## src/rtl/fb_reader_pkg.sv

```systemverilog
// Shared types and constants for the frame-buffer reader.
package fb_reader_pkg;

  // Controller states: IDLE waits for start, RUN issues reads, DRAIN empties the buffer.
  typedef enum logic [1:0] {
    ST_IDLE  = 2'd0,
    ST_RUN   = 2'd1,
    ST_DRAIN = 2'd2
  } state_e;

  // Capacity of the output buffer. Buffered words plus the in-flight read never exceed this.
  localparam int unsigned BUF_DEPTH = 2;

endpackage

```

## src/rtl/fb_reader_skid.sv

```systemverilog
// Two-entry FIFO between the RAM read port and the pixel stream.
// Each entry holds one data word and the burst-last flag for that word.
// pop_i is ignored while the FIFO is empty. push_i must not be raised when the
// FIFO is full unless pop_i is also high; the controller keeps that guarantee.
module fb_reader_skid
  import fb_reader_pkg::*;
#(
  parameter int WIDTH = 8
) (
  input  logic             clk_i,
  input  logic             reset_ni,
  input  logic             push_i,
  input  logic [WIDTH-1:0] push_data_i,
  input  logic             push_last_i,
  input  logic             pop_i,
  output logic [1:0]       count_o,
  output logic [WIDTH-1:0] data_o,
  output logic             last_o
);

  logic [WIDTH-1:0] data_q [BUF_DEPTH];
  logic             last_q [BUF_DEPTH];
  logic             rd_ptr_q;
  logic             wr_ptr_q;
  logic [1:0]       count_q;
  logic             pop_ok;

  assign pop_ok  = pop_i && (count_q != 2'd0);
  assign count_o = count_q;
  assign data_o  = data_q[rd_ptr_q];
  assign last_o  = last_q[rd_ptr_q];

  // Storage, pointers and occupancy; the head entry is held while not popped.
  always_ff @(posedge clk_i or negedge reset_ni) begin
    if (!reset_ni) begin
      for (int i = 0; i < BUF_DEPTH; i++) begin
        data_q[i] <= '0;
        last_q[i] <= 1'b0;
      end
      rd_ptr_q <= 1'b0;
      wr_ptr_q <= 1'b0;
      count_q  <= 2'd0;
    end else begin
      if (push_i) begin
        data_q[wr_ptr_q] <= push_data_i;
        last_q[wr_ptr_q] <= push_last_i;
        wr_ptr_q         <= ~wr_ptr_q;
      end
      if (pop_ok) begin
        rd_ptr_q <= ~rd_ptr_q;
      end
      count_q <= count_q + {1'b0, push_i} - {1'b0, pop_ok};
    end
  end

endmodule

```

## src/rtl/fb_reader.sv

```systemverilog
// Frame-buffer burst reader: reads count_i words from a synchronous RAM starting
// at base_addr_i and streams them out with a valid/ready handshake.
// Optional feature macro FB_READER_CONTINUOUS_EN: replays the latched burst
// forever (one done_o pulse per frame) until reset.
//
// Handshake: a word moves on pix_o when pix_valid_o && pix_ready_i at a rising
// edge; pix_valid_o never drops and pix_data_o/pix_last_o never change while a
// word is offered but not yet accepted.
module fb_reader
  import fb_reader_pkg::*;
#(
  parameter int WIDTH     = 8,
  parameter int ADDR_BITS = 8
) (
  input  logic                 clk_i,
  input  logic                 reset_ni,
  input  logic                 start_i,
  input  logic [ADDR_BITS-1:0] base_addr_i,
  input  logic [ADDR_BITS:0]   count_i,
  output logic                 busy_o,
  output logic                 done_o,
  output logic                 read_enable_o,
  output logic [ADDR_BITS-1:0] read_addr_o,
  input  logic [WIDTH-1:0]     read_data_i,
  output logic                 pix_valid_o,
  input  logic                 pix_ready_i,
  output logic [WIDTH-1:0]     pix_data_o,
  output logic                 pix_last_o
);

  localparam logic [ADDR_BITS:0]   REM_ONE  = 1;
  localparam logic [ADDR_BITS-1:0] ADDR_ONE = 1;

  state_e               state_q, state_d;
  logic [ADDR_BITS-1:0] addr_q, addr_d;
  logic [ADDR_BITS:0]   remain_q, remain_d;
  logic                 inflight_q;
  logic                 inflight_last_q;
  logic                 done_q, done_d;
`ifdef FB_READER_CONTINUOUS_EN
  logic [ADDR_BITS-1:0] base_lat_q;
  logic [ADDR_BITS:0]   count_lat_q;
`endif

  logic [1:0] buf_count;
  logic       buf_last;
  logic       pop;
  logic [2:0] used;
  logic       room;
  logic       can_issue;
  logic       issue;
  logic       final_issue;

  // Occupancy after this cycle's pop must leave a slot for a new read.
  assign pop         = pix_valid_o && pix_ready_i;
  assign used        = {1'b0, buf_count} + {2'b00, inflight_q};
  assign room        = (used - {2'b00, pop}) <= 3'd1;
`ifdef FB_READER_CONTINUOUS_EN
  assign can_issue   = (state_q == ST_RUN) || (state_q == ST_DRAIN);
`else
  assign can_issue   = (state_q == ST_RUN);
`endif
  assign issue       = can_issue && (remain_q != '0) && room;
  assign final_issue = issue && (remain_q == REM_ONE);

  assign busy_o        = (state_q != ST_IDLE);
  assign done_o        = done_q;
  assign read_enable_o = issue;
  assign read_addr_o   = addr_q;
  assign pix_valid_o   = (buf_count != 2'd0);
  assign pix_last_o    = buf_last;

  fb_reader_skid #(.WIDTH(WIDTH)) u_skid (
    .clk_i       (clk_i),
    .reset_ni    (reset_ni),
    .push_i      (inflight_q),
    .push_data_i (read_data_i),
    .push_last_i (inflight_last_q),
    .pop_i       (pop),
    .count_o     (buf_count),
    .data_o      (pix_data_o),
    .last_o      (buf_last)
  );

  // Next-state logic: burst start, read address/remaining update, completion pulse.
  always_comb begin
    state_d  = state_q;
    addr_d   = addr_q;
    remain_d = remain_q;
    done_d   = 1'b0;
    if (issue) begin
      addr_d   = addr_q + ADDR_ONE;
      remain_d = remain_q - REM_ONE;
    end
    if (pop && buf_last) begin
      done_d = 1'b1;
    end
    case (state_q)
      ST_IDLE: begin
        if (start_i) begin
          if (count_i == '0) begin
            done_d = 1'b1;
          end else begin
            state_d  = ST_RUN;
            addr_d   = base_addr_i;
            remain_d = count_i;
          end
        end
      end
      ST_RUN: begin
        if (final_issue) begin
          state_d = ST_DRAIN;
`ifdef FB_READER_CONTINUOUS_EN
          addr_d   = base_lat_q;
          remain_d = count_lat_q;
`endif
        end
      end
      ST_DRAIN: begin
`ifdef FB_READER_CONTINUOUS_EN
        // Counters were reloaded on the final issue, so reads keep flowing.
        if (final_issue) begin
          addr_d   = base_lat_q;
          remain_d = count_lat_q;
        end else begin
          state_d = ST_RUN;
        end
`else
        if (pop && buf_last) begin
          state_d = ST_IDLE;
        end
`endif
      end
      default: state_d = ST_IDLE;
    endcase
  end

  // State, counters and in-flight tracking of the one-cycle RAM latency.
  always_ff @(posedge clk_i or negedge reset_ni) begin
    if (!reset_ni) begin
      state_q         <= ST_IDLE;
      addr_q          <= '0;
      remain_q        <= '0;
      inflight_q      <= 1'b0;
      inflight_last_q <= 1'b0;
      done_q          <= 1'b0;
    end else begin
      state_q         <= state_d;
      addr_q          <= addr_d;
      remain_q        <= remain_d;
      inflight_q      <= issue;
      inflight_last_q <= final_issue;
      done_q          <= done_d;
    end
  end

`ifdef FB_READER_CONTINUOUS_EN
  // Burst parameters kept for replaying every frame.
  always_ff @(posedge clk_i or negedge reset_ni) begin
    if (!reset_ni) begin
      base_lat_q  <= '0;
      count_lat_q <= '0;
    end else if (state_q == ST_IDLE && start_i) begin
      base_lat_q  <= base_addr_i;
      count_lat_q <= count_i;
    end
  end
`endif

endmodule

```

## config.mk

```make
export PLATFORM = sky130hd
export DESIGN_NAME = fb_reader
export DESIGN_NICKNAME = d
export VERILOG_FILES = /design/src/rtl/fb_reader_pkg.sv /design/src/rtl/fb_reader_skid.sv /design/src/rtl/fb_reader.sv
export SDC_FILE = /design/constraint.sdc
export NUM_CORES = 1
export LEC_CHECK = 0
export CORE_UTILIZATION = 45
export CTS_CLUSTER_DIAMETER = 120
export DETAILED_ROUTE_END_ITERATION = 16
export HOLD_SLACK_MARGIN = 0.08
export PLACE_DENSITY = 0.7
export SLEW_MARGIN = 20
export SYNTH_ARGS = -nofsm -noshare
export SYNTH_HDL_FRONTEND = slang
export SYNTH_SLANG_ARGS = --single-unit
```

## constraint.sdc

```tcl
create_clock -name clk_i -period 6.7 [get_ports clk_i]
set_clock_uncertainty 0.15 [all_clocks]
set_input_delay 2.01 -clock clk_i [delete_from_list [all_inputs] [get_ports clk_i]]
set_output_delay 2.01 -clock clk_i [all_outputs]
set_load 0.02 [all_outputs]
```

# Yosys cells after proc, flatten, opt, wreduce, memory -nomap -nowiden
# Cells that the tools add are included.
totals:
  regBits: 44
  input_bits: 29
  wordCells: 76
op_classes:
  n_addsub: 6
  order_cmp: 4
  n_eq_ne: 7
  mux: 29
  bitwise_logic: 4
  n_reduce_logical: 13
op_table:
  columns: ["op", "count"]
  rows:
  - ["$mux W8", 8]
  - ["$mux W9", 4]
  - ["$bwmux W16", 1]
  - ["$eq A9 B1 Y1 const B", 1]
  - ["$logic_not A9 Y1", 1]
  - ["$reduce_bool A9 Y1", 1]
  - ["$sub A9 B1 Y9 const B", 1]
  - ["$add A8 B1 Y8 const B", 1]
  - ["$demux W8 S1", 1]
  - ["$mux W1", 8]
  - ["$mux W2", 4]
  - ["$logic_and A1 B1 Y1", 7]
  - ["$ne A2 B2 Y1 const B", 3]
  - ["$pmux W2 S3", 1]
  - ["$ge A2 B2 Y1 const B", 2]
  - ["$not A1 Y2", 2]
  - ["$reduce_and A4 Y1", 1]
  - ["$reduce_bool A2 Y1", 2]
  - ["$add A2 B1 Y3", 1]
  - ["$le A3 B1 Y1 const B", 1]
  - ["$sub A3 B1 Y3", 1]
  - ["$add A2 B1 Y2", 1]
  - ["$bwmux W2", 1]
  - ["$eq A2 B1 Y1 const B", 1]
  - ["7 further kinds", 8]

# Depth between registers and ports, before layout
# Gate-level depths: netlist of the first run.
logic_depth:
  word_depth: 9
  mapped_depth: 14
  ltp_nobuf: 11

# Modules after synthesis
# From an unflattened synthesis of the first run, not the netlist that was laid out.
unflattened:
  cells_unflattened: 221
  hier_area_um2: 2393.5
modules_own_cells:
  columns: ["module", "n_inst", "cells_per_inst", "area_each_um2", "seq_area_each_um2"]
  rows:
  - ["fb_reader", 1, 159, 1398.8, 550.5]
  - ["fb_reader_skid", 1, 62, 994.7, 550.5]

# Worst setup path before layout of the first run
# OpenSTA, ideal clock, no wires.
synth_timing:
  kind: "input port to output port"
  startpoint: "in pix_ready_i"
  endpoint: "out read_enable_o"
  arrival_time_ns: 4.252
  t_required_ns: 4.540
  setup_slack_ns: 0.288
  cell_stages: 12
  path_buffers: 3
  cell_sequence: "and2_1 > clkbuf_1 > ha_1 > inv_1 > ha_1 > inv_1 > fa_1 > nand3b_4 > or2_4 > buf_6 > clkbuf_1 > nor2_1"
synth_via:
  elab_chain_cells: 4
synth_rtl:
  columns: ["item", "line_no", "text"]
  rows:
  - ["start: declaration", "fb_reader.sv:26", "input logic pix_ready_i,"]
  - ["$logic_and A1 B1 Y1", "fb_reader.sv:55", "assign pop = pix_valid_o && pix_ready_i;"]
  - ["$sub A3 B1 Y3", "fb_reader.sv:57", "assign room = (used - {2'b00, pop}) <= 3'd1;"]
  - ["$le A3 B1 Y1", "fb_reader.sv:57", null]
  - ["$logic_and A1 B1 Y1", "fb_reader.sv:63", "assign issue = can_issue && (remain_q != '0) && room;"]
  - ["end: declaration", "fb_reader.sv:22", "output logic read_enable_o,"]
# No other way between the ends.

# Final worst setup path of the first run
# Ends and elaborated chain as after synthesis.

==> results of run 1 <==
## cell usage after synthesis, types with 2 or more instances
cell | number | area share [%]
and2_1 | 2 | 0.54
nor2_1 | 20 | 3.2
inv_1 | 9 | 1.4
ha_1 | 7 | 3.8
o21ai_0 | 5 | 1.1
or4_1 | 11 | 3.5
and3_1 | 3 | 0.81
nor3_1 | 3 | 0.64
a22o_1 | 2 | 0.75
dfrtp_1 | 44 | 47
or2_2 | 3 | 0.81
a21oi_1 | 5 | 1.1
mux2_2 | 27 | 13
buf_2 | 2 | 0.43
xor2_1 | 4 | 1.5
nand2_1 | 6 | 0.97
nor4_1 | 3 | 0.81
a31oi_1 | 13 | 3.5
nand4b_1 | 2 | 0.75
nand3_1 | 5 | 1.1
or3_1 | 3 | 0.81
o41ai_1 | 2 | 0.75
o31ai_1 | 8 | 2.6
buf_4 | 3 | 0.97
clkbuf_1 | 4 | 0.64
## cell families (layout without fill, tap and decap cells)
| group | Yosys count | count (layout) |
|---|---|---|
| compound gates | 40 | 40 |
| xor+xnor | 4 | 4 |
| fa+ha+maj | 8 | 8 |
| buf+inv | 19 | 72 |
| flops | 44 | 44 |
| mux | 29 | 29 |
| simple gates | 69 | 69 |
## metrics by stage
| step | setup slack, ns | hold WS (ns) | instances |
|---|---|---|---|
| CTS | 0.0784 | 0.344 | 333 |
| global placement | -0.201 | 0.326 | 325 |
| detailed placement | -0.191 | 0.333 | 325 |
| global route | 0.101 | 0.372 | 333 |
| floorplan | 0.288 | 0.313 | 213 |
| finish | 0.260 | 0.340 | 333 |
## final cells by class
cell class                 count  share of cell area (%)
tap                           67                    2.80
multi-input combinational    150                    38.0
inverter                       9                    1.13
sequential                    44                    36.8
clock buffer                   6                    2.43
clock inverter                 2                    1.17
timing repair buffer          55                    17.6
## where the power goes
group          switching [µW]  internal (µW)
Sequential                118            389
Combinational             315            360
Clock                    85.6            111
## flip-flops by register name, indices dropped and copies added, names as in the netlist
name             count
done_o               1
inflight_last_q      1
inflight_q           1
read_addr_o          8
remain_q             9
state_q              2
u_skid.count_o       2
u_skid.data_q       16
u_skid.last_q        2
u_skid.rd_ptr_q      1
u_skid.wr_ptr_q      1
## layer usage
layer	wire length, µm	global-route usage, %
met3	181	3.79
met1	2150	23.2
met2	2270	33.9
met4	36	5.77
met5	0	0
## final timing paths
path | from | endpoint | slack [ns] | cells past startpoint
hold / removal | u_skid.wr_ptr_q | u_skid.wr_ptr_q | 0.34 | 1
setup reg to reg | u_skid.count_o[1] | remain_q[6] | 3.30 | 12
setup / recovery | pix_ready_i | read_enable_o | 0.26 | 11
max in group asynchronous | reset_ni | remain_q[8] | 4.09 | 1
hold reg to reg | u_skid.wr_ptr_q | u_skid.wr_ptr_q | 0.34 | 1
min in group asynchronous | reset_ni | u_skid.data_q[0] | 1.72 | 1
## worst max-delay path: stages
cell and delay (ns):
clkdlybuf4s50_1 0.45, and2_1 0.14, ha_1 0.23, inv_1 0.08, ha_1 0.14, inv_1 0.05
fa_1 0.52, nand3b_4 0.08, or2_4 0.23, nor2_1 0.15, clkbuf_2 0.20
## cell usage in the layout, fill, tap and decap left out, types with 4 or more instances in the layout
cell and n:
buf_4 6, mux2_2 27, xor2_1 4, inv_1 9, o31ai_1 8, a21oi_1 5
a31oi_1 13, o21ai_0 5, clkdlybuf4s50_1 47, nand3_1 5, ha_1 7, nand2_1 6
clkbuf_8 5, or4_1 11, nor2_1 20, dfrtp_1 44
==> impl_metrics.py, run 1 <==
metrics = {
    "floorplanning": {
        "fp.dieW_um": 74.0,
        "core_um2": 4850,
        "start_util_pct": 48.1,
        "die_area_um2": 5470,
        "pin_count": 50,
        "rows": 25,
        "fp.dieH_um": 74.0,
    },
    "route": {
        "wire_per_inst_um": 13.9,
        "firstDrtPassIters": 4,
        "drc": 0,
        "final_antenna_net_count": 0,
        "wl_um": 4640,
        "avgViaCountPerCell": 5.39,
        "vias": 1796,
        "drt_iter0_drc": 63,
    },
    "synth": {
        "synthMuxAreaShare_pct": 14.0,
        "ys_warn_count": 0,
        "synth-xor-area-share_pct": 1.50,
        "synth_nets": 250,
        "synth-seq-cells": 44,
        "ys_types": 42,
        "ys.flop_type": "dfrtp_1",
        "synthArstFlopShare_pct": 100,
        "post_synth_fa_ha_maj_area_fraction_pct": 4.62,
        "postSynthAreaPerCell_um2": 10.9,
        "synth-simple-area-share_pct": 17.1,
        "synth_top_family_by_area": "simple AND/OR/NAND/NOR gates",
        "synth_seq_area_share_pct": 47.2,
        "synth_edf_count": 0,
        "netlist_area_um2": 2330,
        "syn-instance-count": 213,
        "synth_compound_area_share_pct": 11.6,
    },
    "worst_setup_path": {
        "cp_max_fo": 2,
        "start_kind": "primary input",
        "cp_data_required_time_ns": 4.54,
        "criticalPathCategory": "primary input to output pin",
        "critical_path_arrival_ns": 4.28,
        "crit_path_end_kind": "output pin",
    },
    "place": {
        "hpwlAfterDp_um": 3320,
        "place_congestion": 0.791,
        "io_buffer_count": 49,
        "dpl_cell_area_um2": 2890,
    },
    "clock_tree": {
        "cts_tree": "done",
        "cts_sinks": 44,
        "cts_made_buffers": 5,
        "hold_buffers": 0,
        "cts.htree.levels": 2,
        "cts_setup_buffers": 0,
        "clk_latency_ns": 0.29,
        "cts_root_buffer": "clkbuf_8",
        "clk_pin_slew_ns": 0.08,
        "cts_resized": 1,
        "cts_buffer_depth": 2,
    },
    "sta": {
        "setup_viol": 0,
        "rsz0062_at_grt": "false",
        "max_slew_margin_pct": 35.6,
        "fmax_mhz": 155,
        "fin_crit_ns": 6.44,
        "min_period_over_period_pct": 96.1,
        "final_max_slew_viol_count": 0,
        "report.final.hold_viol_count": 0,
        "tightest_slew_ns": 0.966,
        "finalSetupTns_ns": 0,
    },
    "final_layout": {
        "layout-drive-gt1-share_pct": 18.0,
        "n_antenna_cell": 0,
        "postLayoutCoreUtil_pct": 61.7,
        "fin_nets": 302,
        "stdcell_area_um2": 2990,
        "multi_input_area_um2": 1140,
        "seq_area_um2": 1100,
        "n_fill_cell": 426,
        "synthToLayoutAreaGrowth_pct": 28.2,
    },
    "job": {
        "cap_viol_max_count": 0,
    },
    "outcome": {
        "status": "completed",
    },
    "global_route": {
        "antenna_found_initial": 0,
        "grtUsageTotal_pct": 19.0,
        "grt_pass1_vias": 1781,
        "grt_pass1_wl_um": 7910,
        "grt_max_degree": 45,
        "grt_overflow": 0,
    },
    "power": {
        "peakVddDrop_mv": 0.199,
        "power.leakage_uw": 0.00123,
        "fin_total_pwr_uw": 1380,
        "power.density_nw_per_um2": 461,
    },
    "min_path": {
        "min_path_type": "flop to flop",
    },
}
(Power assumes the default switching activity.)
==> run 2: changes to the inputs <==
- CORE_UTILIZATION: 45 -> 50
- PLACE_DENSITY: 0.7 -> 0.77
==> impl_metrics.py, run 2 (same netlist as run 1, synthesis figures left out) <==
metrics = {
    "place": {
        "io_buffer_count": 49,
        "dpl_cell_area_um2": 2880,
        "place_congestion": 0.746,
        "hpwlAfterDp_um": 3390,
    },
    "min_path": {
        "min_path_type": "flop to flop",
    },
    "final_layout": {
        "layout-drive-gt1-share_pct": 18.7,
        "synthToLayoutAreaGrowth_pct": 29.5,
        "mostFrequentLayoutCells": "clkdlybuf4s50_1, dfrtp_1, mux2_2, nor2_1, a31oi_1",
        "n_antenna_cell": 0,
        "mostFrequentLayoutCell": "clkdlybuf4s50_1",
        "fin_nets": 304,
        "stdcell_area_um2": 3020,
        "largest_reg_flops": 16,
        "top_register": "u_skid.data_q",
    },
    "floorplanning": {
        "fp.dieW_um": 70.3,
        "die_area_um2": 4940,
        "fp.dieH_um": 70.3,
        "core_um2": 4410,
        "pin_count": 50,
        "start_util_pct": 52.8,
        "rows": 24,
    },
    "worst_setup_path": {
        "critical_path_arrival_ns": 4.31,
        "criticalPathCategory": "primary input to output pin",
        "cp_data_required_time_ns": 4.54,
        "start_kind": "primary input",
        "cp_max_fo": 2,
        "crit_path_end_kind": "output pin",
    },
    "clock_tree": {
        "cts_setup_buffers": 0,
        "cts_made_buffers": 5,
        "cts_root_buffer": "clkbuf_8",
        "cts_tree": "done",
        "cts.htree.levels": 2,
        "cts_buffer_depth": 2,
        "clk_latency_ns": 0.30,
        "cts_sinks": 44,
        "clk_pin_slew_ns": 0.08,
    },
    "route": {
        "final_antenna_net_count": 0,
        "avgViaCountPerCell": 5.82,
        "drt_iter0_drc": 90,
        "wl_um": 4820,
        "wire_per_inst_um": 15.1,
        "drc": 0,
        "firstDrtPassIters": 4,
        "vias": 1863,
    },
    "global_route": {
        "grt_pass1_wl_um": 8270,
        "grt_overflow": 0,
        "grt_max_degree": 45,
        "antenna_found_initial": 0,
        "grtUsageTotal_pct": 21.3,
        "grt_pass1_vias": 1834,
    },
    "job": {
        "cap_viol_max_count": 0,
    },
    "sta": {
        "rsz0062_at_grt": "false",
        "min_period_over_period_pct": 96.6,
        "hold_slack_ns": 0.354,
        "final_max_slew_viol_count": 0,
        "max_slew_margin_pct": 45.0,
        "setup_viol": 0,
        "fin_crit_ns": 6.47,
        "fmax_mhz": 155,
        "tightest_slew_ns": 0.823,
        "report.final.hold_viol_count": 0,
    },
    "power": {
        "power.leakage_uw": 0.00125,
        "power.density_nw_per_um2": 463,
        "peakVddDrop_mv": 0.278,
    },
    "outcome": {
        "status": "completed",
    },
}
[run 2: cell types whose count changed in the layout (fill, tap and decap cells not counted)]
cell     previous run  this run
o31ai_4             0         1
buf_16              0         1
buf_6               0         1
o31ai_2             1         0
[run 2: worst paths after layout]
path	startpoint	to	slack [ns]	cells after the start
worst min register to register	inflight_last_q	u_skid.last_q[1]	0.35	1
worst min-delay path	inflight_last_q	u_skid.last_q[1]	0.35	1
worst max register to register	u_skid.count_o[1]	read_addr_o[6]	3.27	12
min in group asynchronous	reset_ni	u_skid.data_q[3]	1.53	1
worst max-delay path	pix_ready_i	read_enable_o	0.23	11
max in group asynchronous	reset_ni	inflight_q	4.38	2
[run 2: power by group]
part	switching (µW)	internal [µW]	total, µW
registers	119	389	508
logic	323	366	689
clock network	90.1	111	201
total	532	866	1400
[run 2: cell type report]
class / instances / area, µm²
fillers: 378 / 1400
multi-input cells: 150 / 1150
flip-flops and latches: 44 / 1100
repair buffers: 57 / 564
clock buffers: 6 / 72.6
well taps: 52 / 65.1
clock inverters: 2 / 35.0
inverters: 9 / 33.8
[run 2: per-stage QoR]
step / TNS, ns / worst slack (ns) / power (µW) / cells / utilization (%)
2_1_floorplan: 0 / 0.288 / 933 / 213 / -
3_3_place_gp: -0.207 / -0.207 / 1180 / 310 / 65.2
3_5_place_dp: -0.219 / -0.219 / 1200 / 310 / 65.2
4_1_cts: 0 / 0.0467 / 1400 / 318 / 67.6
5_1_grt: 0 / 0.111 / 1500 / 320 / 68.4
6_report: 0 / 0.230 / 1400 / 320 / 68.4
[run 2: critical path: stages]
cell and delay (ns):
clkdlybuf4s50_1 0.46, and2_1 0.15, ha_1 0.23, inv_1 0.07, ha_1 0.13, inv_1 0.04, fa_1 0.53, nand3b_4 0.08
or2_4 0.23, nor2_1 0.17, clkbuf_2 0.20
[run 2: per-layer routing]
layer  GRT usage (%)  vias to the layer above  wire length (µm)
li1                -                      898                 -
met1            27.4                      917              2120
met2            36.5                       42              2500
met3            3.90                        6               164
met4            6.00                        0                48
met5               0                        -                 0
[run 2: timing repair]
item,in CTS,in global routing
setup endpoints to repair,1,1
hold buffers,0,0
gates resized for setup,1,2
